### src/rtl/mips_pkg.sv
// Shared encodings for the multicycle MIPS datapath: next-PC select codes,
// primary opcodes seen by the main decoder, and the default reset PC.
package mips_pkg;

    // Next-PC select (driven by the main control FSM)
    localparam logic [1:0] PCSRC_PLUS4   = 2'b00;
    localparam logic [1:0] PCSRC_BRANCH  = 2'b01;
    localparam logic [1:0] PCSRC_JUMP    = 2'b10;
    localparam logic [1:0] PCSRC_ILLEGAL = 2'b11;

    // Primary opcodes (instr[31:26])
    localparam logic [5:0] OP_RTYPE = 6'h00;
    localparam logic [5:0] OP_LW    = 6'h23;
    localparam logic [5:0] OP_SW    = 6'h2B;
    localparam logic [5:0] OP_BEQ   = 6'h04;
    localparam logic [5:0] OP_ADDI  = 6'h08;
    localparam logic [5:0] OP_J     = 6'h02;

    // Default PC after reset (word aligned)
    localparam logic [31:0] DEFAULT_RESET_PC = 32'h0000_0000;

endpackage

### src/rtl/mc_fetch_regs_flopenr.sv
// flopenr: enable register with asynchronous active-low reset to RESET_VAL.
// Tie en high for a plain pipeline register.
module flopenr #(
    parameter int              WIDTH     = 32,
    parameter logic [WIDTH-1:0] RESET_VAL = '0
) (
    input  logic             clk,
    input  logic             reset,
    input  logic             en,
    input  logic [WIDTH-1:0] d,
    output logic [WIDTH-1:0] q
);

    // Load d when enabled; clear to RESET_VAL while reset is low
    always_ff @(posedge clk or negedge reset) begin
        if (!reset)
            q <= RESET_VAL;
        else if (en)
            q <= d;
    end

endmodule

### src/rtl/mc_fetch_regs.sv
// mc_fetch_regs: PC/IR/MDR/A/B/ALUOut register stage of the multicycle MIPS
// datapath. Generates the memory address and the next PC from the control
// FSM's IorD/IRwrite/pcwrite/branch/pcsrc outputs.
// Optional feature macro: FETCH_COUNT_EN (saturating fetch counter on
// instr_count; when undefined instr_count is tied to 0).
module mc_fetch_regs
    import mips_pkg::*;
#(
    parameter int                WIDTH    = 32,
    parameter logic [WIDTH-1:0]  RESET_PC = WIDTH'(DEFAULT_RESET_PC)
) (
    input  logic             clk,
    input  logic             reset,
    input  logic             IorD,
    input  logic             IRwrite,
    input  logic             pcwrite,
    input  logic             branch,
    input  logic [1:0]       pcsrc,
    input  logic             zero,
    input  logic [WIDTH-1:0] aluresult,
    input  logic [WIDTH-1:0] memrdata,
    input  logic [WIDTH-1:0] rd1,
    input  logic [WIDTH-1:0] rd2,
    output logic [WIDTH-1:0] pc,
    output logic [WIDTH-1:0] memaddr,
    output logic [WIDTH-1:0] instr,
    output logic [5:0]       op,
    output logic [5:0]       funct,
    output logic [WIDTH-1:0] mdr,
    output logic [WIDTH-1:0] a,
    output logic [WIDTH-1:0] b,
    output logic [WIDTH-1:0] aluout,
    output logic             pcen,
    output logic             pcsrc_err,
    output logic [31:0]      instr_count
);

    logic [WIDTH-1:0] pc_next;
    logic [WIDTH-1:0] pc_d;
    logic             pcsrc_illegal;
    logic             pc_load;

    assign pcen          = pcwrite | (branch & zero);
    assign pcsrc_illegal = (pcsrc == PCSRC_ILLEGAL);
    // An illegal select must never corrupt the PC, so it gates the load
    assign pc_load       = pcen & ~pcsrc_illegal;

    // Next-PC selection; jump uses the IR value present this cycle
    always_comb begin
        pc_next = pc;
        case (pcsrc)
            PCSRC_PLUS4:  pc_next = aluresult;
            PCSRC_BRANCH: pc_next = aluout;
            PCSRC_JUMP:   pc_next = {pc[WIDTH-1:28], instr[25:0], 2'b00};
            default:      pc_next = pc;
        endcase
    end

    // PC is always word aligned regardless of the selected source
    assign pc_d = {pc_next[WIDTH-1:2], 2'b00};

    flopenr #(.WIDTH(WIDTH), .RESET_VAL(RESET_PC)) u_pc (
        .clk(clk), .reset(reset), .en(pc_load), .d(pc_d), .q(pc)
    );

    flopenr #(.WIDTH(WIDTH), .RESET_VAL('0)) u_ir (
        .clk(clk), .reset(reset), .en(IRwrite), .d(memrdata), .q(instr)
    );

    // Non-architectural registers that capture every cycle
    flopenr #(.WIDTH(WIDTH), .RESET_VAL('0)) u_mdr (
        .clk(clk), .reset(reset), .en(1'b1), .d(memrdata), .q(mdr)
    );

    flopenr #(.WIDTH(WIDTH), .RESET_VAL('0)) u_a (
        .clk(clk), .reset(reset), .en(1'b1), .d(rd1), .q(a)
    );

    flopenr #(.WIDTH(WIDTH), .RESET_VAL('0)) u_b (
        .clk(clk), .reset(reset), .en(1'b1), .d(rd2), .q(b)
    );

    flopenr #(.WIDTH(WIDTH), .RESET_VAL('0)) u_aluout (
        .clk(clk), .reset(reset), .en(1'b1), .d(aluresult), .q(aluout)
    );

    // Old PC drives the address during fetch even while the PC is loading
    assign memaddr = IorD ? aluout : pc;

    assign op    = instr[31:26];
    assign funct = instr[5:0];

    // Sticky flag: set when the controller tries to load PC with pcsrc=11
    always_ff @(posedge clk or negedge reset) begin
        if (!reset)
            pcsrc_err <= 1'b0;
        else if (pcen && pcsrc_illegal)
            pcsrc_err <= 1'b1;
    end

`ifdef FETCH_COUNT_EN
    logic [31:0] count_reg;

    // Count fetches (IR loads), saturating at all ones
    always_ff @(posedge clk or negedge reset) begin
        if (!reset)
            count_reg <= 32'd0;
        else if (IRwrite && (count_reg != 32'hFFFF_FFFF))
            count_reg <= count_reg + 32'd1;
    end

    assign instr_count = count_reg;
`else
    assign instr_count = 32'd0;
`endif

endmodule
### config.mk
export PLATFORM = sky130hd
export DESIGN_NAME = mc_fetch_regs
export DESIGN_NICKNAME = d
export VERILOG_FILES = /design/src/rtl/mips_pkg.sv /design/src/rtl/mc_fetch_regs_flopenr.sv /design/src/rtl/mc_fetch_regs.sv
export SDC_FILE = /design/constraint.sdc
export NUM_CORES = 1
export LEC_CHECK = 0
export ABC_AREA = 1
export CELL_PAD_IN_SITES_DETAIL_PLACEMENT = 0
export CELL_PAD_IN_SITES_GLOBAL_PLACEMENT = 1
export CORE_UTILIZATION = 26
export CTS_BUF_LIST = sky130_fd_sc_hd__clkbuf_2 sky130_fd_sc_hd__clkbuf_4 sky130_fd_sc_hd__clkbuf_8
export CTS_CLUSTER_DIAMETER = 120
export DETAILED_ROUTE_END_ITERATION = 12
export PLACE_DENSITY = 0.85
export SYNTH_ARGS = -nofsm -noshare
export SYNTH_HDL_FRONTEND = slang
export SYNTH_SLANG_ARGS = --single-unit
### constraint.sdc
create_clock -name clk -period 0.8 [get_ports clk]
set_input_delay 0.08 -clock clk [delete_from_list [all_inputs] [get_ports clk]]
set_output_delay 0.08 -clock clk [all_outputs]
set_load 0.05 [all_outputs]
==> results.cfg <==
[die]
initial_utilization = 0.268
dieArea_sq_um = 27800
ios = 407
die_w_um = 167
fp-row-count = 59
die_h_um = 167
coreArea_sq_um = 26400

[final_layout]
seqCellArea_sq_um = 4900
utilization = 0.637
areaGrowthSynthToFinish_pct = 138
drive_above_1_share = 0.651
layout.cells.non_filler = 1485
num-fill-cells = 1779
multi_input_area_sq_um = 2420
nets = 1271

[drt]
drt-pass1-iter-count = 4
wl_per_cell_um = 19.7
drtIter0Drc = 256
drc_errors = 0
drtAntennaViolNets = 0
drt_wl_total_um = 29300
vias_per_cell = 4.34
num_vias = 6445

[job]
drv_cap = 0

[logic_synthesis]
netlist_area_sq_um = 7060
synth_seq_area_share = 0.677
synthArstFlopShare = 1.00
yosysWarnings = 0
ys_top_cells_by_area = dfrtp_1 (68%), mux2_2 (8.9%), nand2_1 (6.7%)
synth_top_area_cell = dfrtp_1
yosysTopAreaCellShare = 0.677
yosys.cell_count.top_type = dfrtp_1
synthDistinctLibCells = 23
synth_flop_cell = dfrtp_1
ys_ff_latch = 191
synth_area_per_cell_sq_um = 12.8
syn-instance-count = 553
synthTopCellsByCount = dfrtp_1 (191), nand2_1 (126), nand3_1 (74)
synth-edff-count = 0

[grt]
grt_pass1_vias = 6959
grt_use_total = 0.204
grt_overflow = 0
grt_antenna_before_repair = 3
grt_max_degree = 54
grt_pass1_wl_um = 42100

[clocking]
cts_root_buf = clkbuf_8
cts_sinks = 191
htreeDepth = 4
cts_tree = done
clk_pin_slew_ns = 0.12
cts_buffers = 17
max-clock-path-buffers = 2
clock_latency_ns = 0.47

[place]
place_worst_setup_slack_ns = -0.484
hpwlAfterDp_um = 21600
port_buffers = 372
dp_cells = 1361
place.gp.congestion = 0.803

[timing]
finalClockSkew_ns = 0.0176
fmax_ghz = 0.700
hold_viol = 0
period_share = 1.79
finalSetupViolations = 292
slew_violations = 0
period_needed_ns = 1.43
rsz0062_at_grt = true
setup_slack_ns = -0.628

[setup_path]
cpLargestDelayFamily = flip-flops
worstSetupPathType = reg -> out
start_kind = register
crit_path_end_kind = primary output
path_cells = mux2_4 -> buf_12
worstPathRequired_ns = 0.72
crit_buf_inv = 1
cp_data_arrival_time_ns = 1.35
cp_max_fo = 2
slowest_stage = dfrtp_2
slowest_delay_ns = 0.44

[pwr]
pwr-share-seq = 0.360
power.share.clock = 0.217
swShare = 0.366
peakVddDrop_mv = 1.41
power-per-cell-area_nw_per_um2 = 1830
p_comb_frac = 0.423
p_int_mw = 19.5
switching_power_mw = 11.3
p_leak_nw = 7.71

[run_status]
outcome = finished with violations
failed_checks = negative setup slack

[worst_hold_path]
hp-class = in -> reg
[worst reg2reg max path, delay by kind of cell (launching register included)]
| kind | cells | cell delay (ns) |
|---|---|---|
| buf+inv | 3 | 0.35 |
| flops | 1 | 0.44 |
| simple gates | 4 | 0.21 |
[cell families (layout without fill, tap and decap cells)]
group,Yosys count,count (layout),synth area share
and+or+nand+nor,212,212,0.134
DFF,191,191,0.677
other,1,37,0.000531
muxes,58,58,0.0926
AOI/OAI and AO/OA,9,9,0.00638
buffers and inverters,82,643,0.0896
[sequential cells by signal, summed over array words and instances, names as in the netlist]
signal      flops
u_a.q          32
u_aluout.q     32
u_b.q          32
u_ir.q         32
u_mdr.q        32
u_pc.q         30
pcsrc_err       1
[metrics by stage]
| stage | TNS, ns | hold WS [ns] | power [mW] | cell area, sq um |
|---|---|---|---|---|
| global placement | -22.35 | -0.0177 | 22.8 | 14800 |
| CTS | -111.04 | 0.000677 | 30.5 | 16200 |
| finish | -105.31 | 0.0333 | 30.8 | 16800 |
| detailed placement | -24.00 | -0.0175 | 22.9 | 14800 |
| global route | -120.50 | -0.000683 | 31.9 | 16800 |
| floorplan | -11.47 | -0.216 | 16.4 | 7770 |
[cell usage in the layout, fill, tap and decap left out, drive strengths merged]
cell / n
dfrtp: 191
clkinv: 5
inv: 18
nand3: 78
clkdlybuf4s50: 128
nand2: 128
clkinvlp: 2
conb: 34
diode: 3
a21oi: 5
dlygate4sd3: 15
dlygate4sd2: 3
o21ai: 4
mux2: 58
or2: 1
nor2: 5
buf: 453
clkbuf: 19
[worst paths after layout]
| check | endpoint | slack (ns) | depth (start not counted) | from |
|---|---|---|---|---|
| max in group asynchronous | u_ir.q[27] | 0.19 | 3 | reset |
| worst max register to register | u_pc.q[17] | -0.27 | 7 | u_aluout.q[17] |
| min in group asynchronous | u_aluout.q[11] | 0.06 | 2 | reset |
| worst max-delay path | memaddr[25] | -0.63 | 2 | u_pc.q[25] |
| worst min register to register | pcsrc_err | 0.55 | 1 | pcsrc_err |
| worst min-delay path | u_b.q[21] | 0.03 | 1 | rd2[21] |
[area by class of cell]
cell class | count | area share
Antenna cell | 3 | 0.000447
Clock inverter | 14 | 0.0103
Multi-Input combinational cell | 313 | 0.144
Sequential cell | 191 | 0.292
Tap cell | 335 | 0.0250
Clock buffer | 18 | 0.0148
Timing Repair Buffer | 600 | 0.511
Inverter | 11 | 0.00306
[power by group through the flow]
| stage | registers (mW) | clock network, mW | logic (mW) |
|---|---|---|---|
| after floorplan | 13.6 | 0 | 2.81 |
| after global placement | 11.2 | 0 | 11.6 |
| after global routing | 11.1 | 7.27 | 13.4 |
| after CTS | 11.0 | 6.92 | 12.5 |
| after detailed placement | 11.2 | 0 | 11.7 |
| final | 11.1 | 6.68 | 13.0 |
[routing by layer]
layer | global-route usage | wire [um] | vias up
met4 | 0.0737 | 675 | 0
met3 | 0.0770 | 2480 | 37
met1 | 0.207 | 9990 | 3246
met2 | 0.380 | 16100 | 267
li1 | - | - | 2895
met5 | 0 | 0 | -
[what timing repair did]
item                                    CTS  global route
pin swaps                                35            62
gates resized for setup                 157           118
endpoints found under the setup margin  287           296
hold endpoints to repair                197             8
buffers inserted                         53            75
hold buffers                              7             8
No activity file was read; power rests on OpenSTA's default activity.
